<file path="config.mk">
export PLATFORM = sky130hd
export DESIGN_NAME = adder_accumulator_flat
export DESIGN_NICKNAME = d
export VERILOG_FILES = /design/src/rtl/adder_accumulator_pkg.sv /design/src/rtl/adder_accumulator_if.sv /design/src/rtl/adder_accumulator_adder_nbit.sv /design/src/rtl/adder_accumulator.sv /design/src/flat_wrapper.sv
export SDC_FILE = /design/constraint.sdc
export NUM_CORES = 1
export LEC_CHECK = 0
export BUFFER_PORTS_ARGS = -buffer_cell sky130_fd_sc_hd__buf_4
export CAP_MARGIN = 20
export CORE_MARGIN = 4
export CORE_UTILIZATION = 35
export CTS_BUF_LIST = sky130_fd_sc_hd__clkbuf_4
export CTS_CLUSTER_SIZE = 16
export DETAILED_ROUTE_END_ITERATION = 8
export SETUP_SLACK_MARGIN = 0.02
export SKIP_LAST_GASP = 1
export SLEW_MARGIN = 40
export SYNTH_ARGS = -nofsm -noshare
export SYNTH_HDL_FRONTEND = slang
export SYNTH_SLANG_ARGS = --single-unit
</file>
<file path="constraint.sdc">
create_clock -name clk -period 2.4 [get_ports clk]
set_input_delay 0 -clock clk [delete_from_list [all_inputs] [get_ports clk]]
set_output_delay 0 -clock clk [all_outputs]
set_load 0.02 [all_outputs]
</file>
<file path="src/rtl/adder_accumulator_pkg.sv">
// adder_accumulator_pkg
// Shared definitions for the accumulation stage around adder_nbit.
//   state_t             : FSM state encoding (IDLE, ACCUM, DONE)
//   DEFAULT_NUM_BITS    : default operand/accumulator width
//   DEFAULT_NUM_SAMPLES : default number of operands per result
package adder_accumulator_pkg;

    typedef enum logic [1:0] {
        IDLE  = 2'd0,
        ACCUM = 2'd1,
        DONE  = 2'd2
    } state_t;

    localparam int DEFAULT_NUM_BITS    = 4;
    localparam int DEFAULT_NUM_SAMPLES = 8;

endpackage

</file>
<file path="src/rtl/adder_accumulator_if.sv">
// adder_accumulator_if
// Operand stream and result handshake of the accumulation stage.
//   data_in/data_valid/data_ready : operand stream, transfer when valid && ready
//   sum_out/sum_valid/sum_ack     : result, held until sum_ack while sum_valid
//   overflow_flag                 : sticky carry-out indicator for the run
// Modports: master = producer/consumer side, slave = adder_accumulator.
//
// Handshake semantics: an operand transfers on a rising clk edge where
// data_valid and data_ready are both 1; data_ready depends only on the
// block's state, never on data_valid. A result is taken on the rising edge
// where sum_valid and sum_ack are both 1; sum_out is stable meanwhile.
interface adder_accumulator_if
    import adder_accumulator_pkg::*;
#(
    parameter int NUM_BITS = DEFAULT_NUM_BITS
);
    logic [NUM_BITS-1:0] data_in;
    logic                data_valid;
    logic                data_ready;
    logic                sum_ack;
    logic [NUM_BITS-1:0] sum_out;
    logic                sum_valid;
    logic                overflow_flag;

    modport master (
        output data_in, data_valid, sum_ack,
        input  data_ready, sum_out, sum_valid, overflow_flag
    );

    modport slave (
        input  data_in, data_valid, sum_ack,
        output data_ready, sum_out, sum_valid, overflow_flag
    );
endinterface

</file>
<file path="src/rtl/adder_accumulator_adder_nbit.sv">
// adder_nbit
// Combinational NUM_BITS ripple adder.
//   a, b     : operands
//   carry_in : carry into bit 0
//   sum      : a + b + carry_in modulo 2^NUM_BITS
//   overflow : carry out of the top bit
module adder_nbit #(
    parameter int NUM_BITS = 4
) (
    input  logic [NUM_BITS-1:0] a,
    input  logic [NUM_BITS-1:0] b,
    input  logic                carry_in,
    output logic [NUM_BITS-1:0] sum,
    output logic                overflow
);
    assign {overflow, sum} = {1'b0, a} + {1'b0, b} + {{NUM_BITS{1'b0}}, carry_in};
endmodule

</file>
<file path="src/rtl/adder_accumulator.sv">
// adder_accumulator
// Adds NUM_SAMPLES accepted operands into a running register using one
// adder_nbit instance, tracks a sticky overflow and presents the total
// through a valid/ack handshake.
//   clk       : rising-edge clock
//   n_rst     : asynchronous active-low reset
//   clear     : synchronous abort back to IDLE (highest priority)
//   bus       : adder_accumulator_if.slave (operand stream + result)
//   state_dbg : current FSM state, for observation only
// Build option: SATURATE_EN -- when defined, the accumulator loads all-ones
// on the first carry out of a run and stays there until the run ends.
module adder_accumulator
    import adder_accumulator_pkg::*;
#(
    parameter int NUM_BITS    = DEFAULT_NUM_BITS,
    parameter int NUM_SAMPLES = DEFAULT_NUM_SAMPLES
) (
    input  logic                  clk,
    input  logic                  n_rst,
    input  logic                  clear,
    adder_accumulator_if.slave    bus,
    output state_t                state_dbg
);
    localparam int CW = $clog2(NUM_SAMPLES + 1);

    state_t              state_q, state_d;
    logic [NUM_BITS-1:0] acc_q, acc_d;
    logic [CW-1:0]       count_q, count_d;
    logic                ovf_q, ovf_d;

    logic [NUM_BITS-1:0] add_sum;
    logic                add_ovf;
    logic                accept;
    logic                last_sample;

    adder_nbit #(.NUM_BITS(NUM_BITS)) u_adder (
        .a        (acc_q),
        .b        (bus.data_in),
        .carry_in (1'b0),
        .sum      (add_sum),
        .overflow (add_ovf)
    );

    assign bus.data_ready    = (state_q != DONE);
    assign bus.sum_valid     = (state_q == DONE);
    assign bus.sum_out       = acc_q;
    assign bus.overflow_flag = ovf_q;
    assign state_dbg         = state_q;

    assign accept      = bus.data_valid && bus.data_ready;
    // The current accept is the last one when NUM_SAMPLES-1 are already in.
    assign last_sample = (count_q == CW'(NUM_SAMPLES - 1));

    always_ff @(posedge clk or negedge n_rst) begin
        if (!n_rst) begin
            state_q <= IDLE;
            acc_q   <= '0;
            count_q <= '0;
            ovf_q   <= 1'b0;
        end else begin
            state_q <= state_d;
            acc_q   <= acc_d;
            count_q <= count_d;
            ovf_q   <= ovf_d;
        end
    end

    always_comb begin
        state_d = state_q;
        acc_d   = acc_q;
        count_d = count_q;
        ovf_d   = ovf_q;

        if (clear) begin
            state_d = IDLE;
            acc_d   = '0;
            count_d = '0;
            ovf_d   = 1'b0;
        end else begin
            case (state_q)
                IDLE, ACCUM: begin
                    if (accept) begin
`ifdef SATURATE_EN
                        if (add_ovf || ovf_q) begin
                            acc_d = '1;
                        end else begin
                            acc_d = add_sum;
                        end
`else
                        acc_d = add_sum;
`endif
                        count_d = count_q + CW'(1);
                        ovf_d   = ovf_q | add_ovf;
                        state_d = last_sample ? DONE : ACCUM;
                    end
                end
                DONE: begin
                    if (bus.sum_ack) begin
                        state_d = IDLE;
                        acc_d   = '0;
                        count_d = '0;
                        ovf_d   = 1'b0;
                    end
                end
                default: begin
                    state_d = IDLE;
                    acc_d   = '0;
                    count_d = '0;
                    ovf_d   = 1'b0;
                end
            endcase
        end
    end
endmodule
</file>
<file path="src/flat_wrapper.sv">
// flat-port wrapper written by rule: the top's interface ports become plain ports
module adder_accumulator_flat import adder_accumulator_pkg::*;
#(
    parameter int NUM_BITS    = DEFAULT_NUM_BITS,
    parameter int NUM_SAMPLES = DEFAULT_NUM_SAMPLES
)
  (clk, n_rst, clear, state_dbg, bus_data_in, bus_data_valid, bus_sum_ack, bus_data_ready, bus_sum_out, bus_sum_valid, bus_overflow_flag);
  adder_accumulator_if #(.NUM_BITS(NUM_BITS)) bus_i ();
  input  logic clk;
  input  logic n_rst;
  input  logic clear;
  output state_t state_dbg;
  input wire logic [$bits(bus_i.data_in)-1:0] bus_data_in;
  input wire logic [$bits(bus_i.data_valid)-1:0] bus_data_valid;
  input wire logic [$bits(bus_i.sum_ack)-1:0] bus_sum_ack;
  output wire logic [$bits(bus_i.data_ready)-1:0] bus_data_ready;
  output wire logic [$bits(bus_i.sum_out)-1:0] bus_sum_out;
  output wire logic [$bits(bus_i.sum_valid)-1:0] bus_sum_valid;
  output wire logic [$bits(bus_i.overflow_flag)-1:0] bus_overflow_flag;
  assign bus_i.data_in = bus_data_in;
  assign bus_i.data_valid = bus_data_valid;
  assign bus_i.sum_ack = bus_sum_ack;
  assign bus_data_ready = bus_i.data_ready;
  assign bus_sum_out = bus_i.sum_out;
  assign bus_sum_valid = bus_i.sum_valid;
  assign bus_overflow_flag = bus_i.overflow_flag;
  adder_accumulator #(.NUM_BITS(NUM_BITS), .NUM_SAMPLES(NUM_SAMPLES)) u_core (.clk(clk), .n_rst(n_rst), .clear(clear), .bus(bus_i), .state_dbg(state_dbg));
endmodule
</file>
---- After elaboration in Yosys (flattened, before gate mapping) ----
Index checks and enable logic that the tools add are counted.
cells by class
  muxes and demuxes ....................... 16
  reductions and logical operators ........ 4
  $add $sub $neg .......................... 2
  eq/ne operators ......................... 6
  bitwise operators ....................... 1
operators by type and width
  operator                                               count
  two-way mux 4 bit                                      5
  case mux 4 bit (2 select lines)                        2
  two-way mux 2 bit                                      4
  adder 4 x 4 -> 5 bit                                   1
  adder 4 x 1 -> 4 bit, second input constant            1
  == test 4 x 3 -> 1 bit, second input constant          1
  case mux 2 bit (2 select lines)                        1
  two-way mux 1 bit                                      3
  inequality test 3 x 2 -> 1 bit, second input constant  1
  inequality test 3 bit, second input constant           1
  == test 2 x 1 -> 1 bit, second input constant          1
  == test 2 bit, second input constant                   1
  zero test 2 bit                                        1
  inequality test 2 bit, second input constant           1
  case mux 1 bit (2 select lines)                        1
  AND reduction 2 bit                                    1
  OR reduction 2 bit                                     1
  logical AND 1 bit                                      1
  OR 1 bit                                               1
word-level totals
  output and inout bits ................... 9
  register bits after elaboration ......... 11
  logic and storage cells ................. 33

---- Longest topological paths before layout ----
Gate-level depths: netlist (run 1).
  depth after elaboration ................. 5
  mapped depth ............................ 6
  gate-level depth less buffers ........... 6

---- By module ----
A second synthesis (run 1) with hierarchy kept.
second synthesis, totals
  cells, all modules ...................... 61
  area, all modules ....................... 669.4 sq um
by module, submodules not included
  module             instances  area an instance (sq um)  cells each
  adder_accumulator  1          525.5                     45
  adder_nbit         1          143.9                     16

---- Worst setup path after synthesis (run 1) ----
Ideal clock, no wire load.
  path type ............................... register to register
  start point ............................. register u_core.acc_q[2] (netlist: u_core.bus.sum_out[2])
  end point ............................... register u_core.acc_q[3] (netlist: u_core.bus.sum_out[3])
  data required time ...................... 2,278 ps
  setup slack ............................. 750 ps
  cell stages (with the launch flop) ...... 5
  clock period less this slack ............ 1,650 ps
  arrival ................................. 1,528 ps
  setup time .............................. 122 ps
  path buffers ............................ 0
  path through ............................ dfrtp_1 -> ha_1 -> and3_1 -> or3_1 -> a32o_1
between the ends
  cells in the longest elaborated chain, start to end .. 4
RTL lines
  what                             RTL line                            RTL
  start: declaration               adder_accumulator.sv:27             logic [NUM_BITS-1:0] acc_q, acc_d;
  start signal: assignment         adder_accumulator.sv:57             acc_q <= '0;
  start signal: assignment         adder_accumulator.sv:62             acc_q <= acc_d;
  adder 4 x 4 -> 5 bit             adder_accumulator_adder_nbit.sv:16  assign {overflow, sum} = {1'b0, a} + {1'b0, b} + {{NUM_BITS{1'b0}}, carry_in};
  two-way mux 4 bit                adder_accumulator.sv:82             if (accept) begin
  case mux 4 bit (2 select lines)  adder_accumulator.sv:80             case (state_q)
  two-way mux 4 bit                adder_accumulator.sv:74             if (clear) begin
Every way passes these cells. The select of a mux whose other input is x is not followed.
A chain may end at the register's enable or synchronous reset.

---- Worst setup path after layout (run 1) ----
Ends and elaborated chain as after synthesis.

==> results of run 1 <==
==> cells in the final DEF, fill, tap and decap left out, drive strengths merged, types with 2 or more instances in the layout <==
cell    instances
dfrtp          11
clkbuf          4
buf            17
ha              5
a21oi           2
o21ai           3
nor2            2
inv             4
a22o            4
nor3b           2
or2             2
==> flip-flops by register name (all words and copies together) (netlist names) <==
register	count
u_core.bus.overflow_flag	1
u_core.bus.sum_out	4
u_core.count_q	4
u_core.state_dbg	2
==> area by class of cell <==
cell class,instances,area (um^2),area share (%)
inverter,4,15.0,1.76
clock buffer,4,30.0,3.53
sequential,11,275,32.4
timing repair buffer,18,138,16.2
multi-input combinational,42,362,42.5
tap,25,31.3,3.68
==> stage by stage <==
step / worst slack (ps) / std cells / hold WS (ps)
floorplan: 750 / 57 / -296
CTS: 784 / 104 / 33.4
finish: 789 / 104 / 44.9
detailed placement: 798 / 99 / -151
global route: 681 / 104 / 64.7
global placement: 825 / 99 / -153
==> where the power goes <==
group	leakage, nW	internal (W)	total, W	switching, W
Combinational	0.264	0.0000516	0.000104	0.0000523
Sequential	0.148	0.000198	0.000210	0.0000121
Clock	0.0184	0.0000754	0.000138	0.0000624
Total	0.430	0.000325	0.000452	0.000127
==> worst paths after layout <==
kind	from	to	slack, ps
setup / recovery	u_core.bus.sum_out[2]	u_core.bus.sum_out[3]	790
hold / removal	bus_data_valid	u_core.bus.sum_out[1]	40
setup reg to reg	u_core.bus.sum_out[2]	u_core.bus.sum_out[3]	790
hold reg to reg	u_core.bus.sum_out[3]	u_core.bus.sum_out[3]	530
max in group asynchronous	n_rst	u_core.bus.sum_out[1]	2130
min in group asynchronous	n_rst	u_core.bus.sum_out[3]	110
==> worst max-delay path, delay by kind of cell, from the launching register on <==
kind	cells	cell delay (ps)
compound gates	1	240
fa+ha+maj	1	350
flops	1	400
simple gates	2	510
==> cells by family after synthesis <==
logic type	Yosys count	synth area share, %
buffers and inverters	4	2.30
adder cells (fa/ha/maj)	6	12.7
flip-flops	11	42.2
XOR/XNOR	1	1.34
multiplexers	1	1.73
AND/OR/NAND/NOR	17	17.9
AO/OA/AOI/OAI	17	21.9
==> what timing repair did <==
action / 4_1_cts / 5_1_grt
hold endpoints to repair: 11 / 0
hold buffers: 1 / 0
gates resized for setup: 0 / 0
==> per-layer routing <==
layer | track usage, % | vias to the layer above
met1 | 16.1 | 239
met4 | 2.69 | 0
met2 | 18.5 | 11
met3 | 3.50 | 2
li1 | - | 263
met5 | 0 | -
==> impl_metrics.toml, run 1 <==
[run_status]
status = "finished, final reports clean"

[detailed_routing]
drc = 0
wirelength_met1_um = 693
firstDrtPassIters = 3
met2_length_um = 655
topRoutingLayerUsed = "met4"
vias_per_cell = 4.95
drt-initial-drc-count = 7
wl_per_cell_um = 13.8
ant_nets = 0
num_vias = 515
wirelength_mm = 1.43
wl_met3_um = 72

[finish]
fin_util_pct = 48.7
drive_gt1_share_pct = 32.9
finalNetCount = 95
antenna_cells = 0
area_growth_pct = 30.5
fillers = 178
fin_area_um2 = 851

[global_routing]
gr-total-overflow = 0
antenna_found_initial = 0
grt_max_degree = 12
grt_pass1_vias = 481
grt_pass1_wl_mm = 2.26
grtUsageTotal_pct = 11.8

[timing]
setup-tns-final_ps = 0
slew_viol_final = 0
finalCriticalPeriod_ps = 1610
clock.fmax_mhz = 621
hold_violations = 0
rsz0062_at_grt = "no"
skew_ps = 5.74
worst_pin_slew_ps = 539
max_slew_margin_pct = 63.9
fin_crit_sh_pct = 67.1
setup_viol = 0

[logic_synthesis]
ys_types = 33
synth-main-ff-cell = "dfrtp_1"
syn_area_per_cell_um2 = 11.4
synth_area_um2 = 652
yosysTopAreaCell = "dfrtp_1"
synth_edf_count = 0
ys_ff_latch = 11
synth_area_leaders = "dfrtp_1, ha_1, a22o_1"
synthTopCellsByCount = "dfrtp_1, ha_1, a22o_1, inv_1, o21ai_0"
async_reset_ff_share_pct = 100
synth-seq-area-share_pct = 42.2
yosys_warnings = 0
synth_nets = 72
yosysTopAreaCellShare_pct = 42.2
yosysMostFrequentCell = "dfrtp_1"
syn_inst = 57

[run]
cap_violations = 0

[floorplanning]
dieArea_um2 = 2620
core_area_um2 = 1750
initial_core_util_pct = 37.3
fp.dieH_um = 51.2
ios = 18
die_w_um = 51.2
rows = 15

[worst_setup_path]
worst-setup-path-type = "register to register"
worstSetupStartpointType = "register"
arrival_ps = 1770
slowest_stage = "dfrtp_1"
end_kind = "register"
rr_worst_depth = 4
cpPeakStageDelay_ps = 400
path_cells = "ha_1 -> and3_1 -> or3_1 -> a32o_1"
cp.required_ps = 2560
crit_fanout = 4

[pwr]
p_leak_nw = 0.430
p_total_w = 0.000452
power.density_nw_per_um2 = 531
peakVddDrop_mv = 0.324

[cts]
postCtsSetupBuffers = 0
cts_root_buf = "clkbuf_4"
cts_buffer_depth = 2
cts_tree = "built"
clk_pin_slew_ps = 80
cts_buffers = 3
htreeDepth = 1
clk_latency_ps = 260
cts_num_sinks = 11

[placed_design]
placedInstanceArea_um2 = 811
hpwlAfterDp_mm = 1.06
gp_congestion = 0.741
port_buffers = 17

[min_path]
hp-class = "input pin to register"
holdPathStages = 3
Note: power is estimated with default switching activity, not from simulation.
==> inputs of run 2 (changes only) <==
Settings changed: ABC_AREA set to 1.
Clock period 2.4 ns to 1.62 ns, I/O delays scaled along.
==> run 2 against run 1 <==
Effect of this change: setup slack got worse by 580 ps; register-to-register slack worse by 580 ps; hold slack got worse by 7.8 ps; clock power up 49%; cell count grew 20%; flip-flop and latch count stayed put.
==> impl_metrics.toml, run 2 <==
[logic_synthesis]
ys_ff_latch = 11
yosysTopAreaCell = "dfrtp_1"
ys_types = 16
synth-main-ff-cell = "dfrtp_1"
yosysTopAreaCellShare_pct = 41.8
synth_nets = 93
synth_area_um2 = 658
yosys_warnings = 0
syn_inst = 78
yosysMostFrequentCell = "nand2_1"
async_reset_ff_share_pct = 100
syn_area_per_cell_um2 = 8.44
synth_edf_count = 0
synthTopCellsByCount = "nand2_1, dfrtp_1, inv_1"
synth_area_leaders = "dfrtp_1, nand2_1, ha_1"
synth-seq-area-share_pct = 41.8

[timing]
max_slew_margin_pct = 83.9
clock.fmax_mhz = 709
rsz0062_at_grt = "no"
finalCriticalPeriod_ps = 1410
setup_viol = 0
setup_slack_ps = 210
fin_crit_sh_pct = 87.0
slew_viol_final = 0
worst_pin_slew_ps = 240
setup-tns-final_ps = 0
hold_violations = 0
skew_ps = 9.29

[detailed_routing]
firstDrtPassIters = 4
ant_nets = 0
num_vias = 555
drc = 0
wl_per_cell_um = 10.0
wirelength_mm = 1.25
vias_per_cell = 4.44
drt-initial-drc-count = 9

[global_routing]
grtUsageTotal_pct = 11.1
grt_max_degree = 12
gr-total-overflow = 0
antenna_found_initial = 0
grt_pass1_wl_mm = 2.17
grt_pass1_vias = 520

[finish]
area_growth_pct = 30.2
fin_area_um2 = 857
finalNetCount = 116
register_area_um2 = 275
final_cell_mix = "nand2_1, buf_4, dfrtp_1"
multi_input_area_um2 = 349
fillers = 181
final_common_cell = "nand2_1"
final_cells = 125
antenna_cells = 0
drive_gt1_share_pct = 28.0

[worst_setup_path]
worst-setup-path-type = "register to register"
crit_fanout = 3
worstSetupStartpointType = "register"
arrival_ps = 1620
cp.required_ps = 1830
end_kind = "register"

[floorplanning]
initial_core_util_pct = 37.7
rows = 15
dieArea_um2 = 2640
core_area_um2 = 1750
fp.dieH_um = 51.4
ios = 18
die_w_um = 51.4

[placed_design]
hpwlAfterDp_mm = 1.04
port_buffers = 17
gp_congestion = 0.722
dp.cells = 120
placedInstanceArea_um2 = 817
pre_cts_ws_ps = 198

[cts]
ctsResizeCount = 0
cts_root_buf = "clkbuf_4"
cts_buffer_depth = 2
clk_pin_slew_ps = 70
cts_num_sinks = 11
postCtsHoldBufs = 1
clk_latency_ps = 280
postCtsSetupBuffers = 0
cts_tree = "built"
htreeDepth = 1
cts_buffers = 3

[run]
cap_violations = 0

[min_path]
hp-class = "input pin to register"

[run_status]
status = "finished, final reports clean"

[pwr]
power.density_nw_per_um2 = 839
p_leak_nw = 0.455
peakVddDrop_mv = 0.562
## run 2: cell count changes in the layout (fill, tap and decap cells not counted), sizes merged, moves of 4 or more
cell	change
a22o	-4
inv	+5
nand2	+24
nand3	+5
nor2	+8
## run 2: worst paths after layout
check	startpoint	endpoint	slack (ps)	cells after the start
setup / recovery	u_core.bus.sum_out[0]	u_core.bus.overflow_flag	210	8
max in group asynchronous	n_rst	u_core.bus.sum_out[3]	1380	2
hold / removal	bus_sum_ack	u_core.state_dbg[1]	40	4
setup reg to reg	u_core.bus.sum_out[0]	u_core.bus.overflow_flag	210	8
hold reg to reg	u_core.bus.overflow_flag	u_core.bus.overflow_flag	500	2
min in group asynchronous	n_rst	u_core.count_q[2]	90	2
## run 2: where the power goes
group          internal, W  switching [W]
sequential        0.000301      0.0000232
combinational    0.0000849       0.000105
clock             0.000112      0.0000936
total             0.000498       0.000221
## run 2: area by class of cell
cell class / instances / area share (%)
Inverter: 9 / 3.94
Tap cell: 25 / 3.65
Multi-Input combinational cell: 58 / 40.7
Clock buffer: 4 / 3.50
Sequential cell: 11 / 32.1
Timing Repair Buffer: 18 / 16.1
## run 2: through the flow
step                      power [W]  util, %  hold slack [ps]
after global routing       0.000774     49.1             49.8
after detailed placement   0.000521     46.8             -157
after floorplan            0.000445        -             -296
after CTS                  0.000732     49.1             33.8
final                      0.000719     49.1             37.1
after global placement     0.000518     46.8             -156
## run 2: routing by layer
layer	vias to the layer above	share of wire, %	global-route usage [%]
met4	0	0.64	2.62
met3	2	5.8	4.37
li1	293	-	-
met2	14	49	18.0
met1	246	44	13.8
met5	-	0	0
## run 2: logic make-up (layout without fill, tap and decap cells)
group,after synthesis,after routing,share of synthesized area (%)
XOR/XNOR,2,2,2.66
adder cells (fa/ha/maj),6,6,12.5
AO/OA/AOI/OAI,8,8,6.46
buffers and inverters,9,31,5.13
AND/OR/NAND/NOR,42,42,31.4
flip-flops,11,11,41.8
## run 2: critical path, cell delays in order, from the launching register on
cell and delay (ps):
dfrtp_1 370, ha_1 170, inv_1 60, fa_1 390, nor2_1 110, nor2_1 50
nor2_2 90, nor2_1 40, nor2_1 70
==> inputs of run 3 (changes only) <==
Settings changed: SLEW_MARGIN 40 to unset.
Clock period 1.62 ns to 1.3 ns, I/O delays scaled along.
==> run 3 against run 2 <==
Effect of this change: the run now ends with setup timing left; sequential power rose by 25%; register-to-register slack got worse by 210 ps; clock skew down 1.3 ps; cell area rose by 7.0%; core utilization is 3.4 points higher; count of clock-buffer cells in the layout is the same; non-clock buffer count is 3 higher; die area did not move; setup slack worse by 210 ps; flip-flop and latch count stayed put; via count increased by 2.5%.
==> impl_metrics.toml, run 3 (same netlist as run 2, synthesis figures left out) <==
[timing]
rsz0062_at_grt = "yes"
clock.fmax_mhz = 768
setup_slack_ps = -1.38
setup_viol = 1
max_slew_margin_pct = 82.9
slew_viol_final = 0
skew_ps = 7.98
fin_crit_sh_pct = 100
hold_violations = 0
worst_pin_slew_ps = 256
finalCriticalPeriod_ps = 1300

[placed_design]
hpwlAfterDp_um = 993
port_buffers = 17
gp_congestion = 0.743
pre_cts_ws_ps = -5.05

[worst_setup_path]
arrival_ps = 1510
cpPeakStageDelay_ps = 380
cp_common_cell = "nor2_1"
end_kind = "register"
crit_fanout = 2
cp.required_ps = 1510
path_cells = "ha_4 -> inv_2 -> fa_2 -> nor2_1 -> nor2_1 -> nor2_2 -> nor2_1 -> nor2_1"
worstSetupStartpointType = "register"
slowest_stage = "dfrtp_2"
worst-setup-path-type = "register to register"

[detailed_routing]
drc = 0
vias_per_cell = 4.45
wl_per_cell_um = 9.62
firstDrtPassIters = 4
ant_nets = 0
drt-initial-drc-count = 4
num_vias = 569
wirelength_mm = 1.23

[pwr]
combPwrFrac_pct = 29.9
p_int_w = 0.000654
power.switching_w = 0.000286
power_frac_clock_pct = 27.0
seqPwrFrac_pct = 43.1
power.density_nw_per_um2 = 1020
p_leak_nw = 0.469
peakVddDrop_mv = 0.640
p_sw_share_pct = 30.4
p_total_w = 0.000939

[floorplanning]
ios = 18
rows = 15
die_w_um = 51.4
core_area_um2 = 1750
initial_core_util_pct = 37.7
dieArea_um2 = 2640
fp.dieH_um = 51.4

[global_routing]
grtUsageTotal_pct = 11.1
gr-total-overflow = 0
antenna_found_initial = 0
grt_pass1_wl_mm = 2.14
grt_max_degree = 12
grt_pass1_vias = 502

[cts]
cts_buffer_depth = 2
htreeDepth = 1
cts_tree = "built"
cts_buffers = 3
clk_latency_ps = 270
cts_root_buf = "clkbuf_4"
cts_num_sinks = 11
clk_pin_slew_ps = 70

[min_path]
hp-class = "input pin to register"

[finish]
finalNetCount = 119
area_growth_pct = 39.4
final_common_cell = "nand2_1"
drive_gt1_share_pct = 37.9
final_cell_mix = "nand2_1, buf_4, dfrtp_1"
antenna_cells = 0

[run_status]
violations = "setup timing"
status = "finished with violations"

[run]
cap_violations = 0
## run 3: cell types whose count changed in the layout (fill, tap and decap cells not counted), moves of 2 or more
cell | before | now
ha_1 | 5 | 3
o21ai_0 | 5 | 3
dfrtp_2 | 0 | 2
buf_4 | 17 | 20
ha_4 | 0 | 2
dfrtp_1 | 11 | 9
## run 3: metrics by stage
stage	hold slack, ps	setup TNS, ps	cell area [um^2]	util (%)	instances
floorplan	-296	-36.7	688	-	78
global placement	-154	0	862	49.4	122
detailed placement	-156	-5.05	862	49.4	122
CTS	53.7	-19.1	902	51.7	127
global route	52.6	-113	917	52.5	128
finish	58.7	-1.38	917	52.5	128
## run 3: area by class of cell
type / count / area (um^2)
flip-flops and latches: 11 / 278
well taps: 25 / 31.3
repair buffers: 21 / 160
multi-input cells: 58 / 384
clock buffers: 4 / 30.0
inverters: 9 / 33.8
fillers: 178 / 828
## run 3: routing by layer
metal  GRT usage [%]  share of wire (%)
met1            15.2                 46
met2            15.7                 46
met3            5.25                7.4
met4            2.62               0.73
met5               0                  0
## run 3: worst max-delay path, delay by kind of cell (launching register included)
family | cells | cell delay [ps]
adder cells (fa/ha/maj) | 2 | 470
flip-flops | 1 | 380
AND/OR/NAND/NOR | 5 | 380
buffers and inverters | 1 | 30
## run 3: power by group through the flow
stage | combinational [W] | clock, W | sequential [W]
6_report | 0.000281 | 0.000253 | 0.000405
5_1_grt | 0.000315 | 0.000286 | 0.000411
4_1_cts | 0.000272 | 0.000264 | 0.000406
3_5_place_dp | 0.000267 | 0 | 0.000413
3_3_place_gp | 0.000268 | 0 | 0.000412
2_1_floorplan | 0.000130 | 0 | 0.000441
## run 3: timing repair
item,CTS,global route
setup endpoints to repair,1,3
hold endpoints to repair,11,0
hold buffers,1,0
setup buffers,0,1
gates resized for setup,0,2
## run 3: final timing paths
| kind | startpoint | end | slack, ps | depth (start not counted) |
|---|---|---|---|---|
| min in group asynchronous | n_rst | u_core.state_dbg[1] | 100 | 2 |
| setup reg to reg | u_core.bus.sum_out[0] | u_core.bus.overflow_flag | -1 | 8 |
| hold / removal | bus_sum_ack | u_core.state_dbg[1] | 60 | 4 |
| max in group asynchronous | n_rst | u_core.bus.sum_out[1] | 1040 | 2 |
| setup / recovery | u_core.bus.sum_out[0] | u_core.bus.overflow_flag | -1 | 8 |
| hold reg to reg | u_core.bus.overflow_flag | u_core.bus.overflow_flag | 510 | 2 |
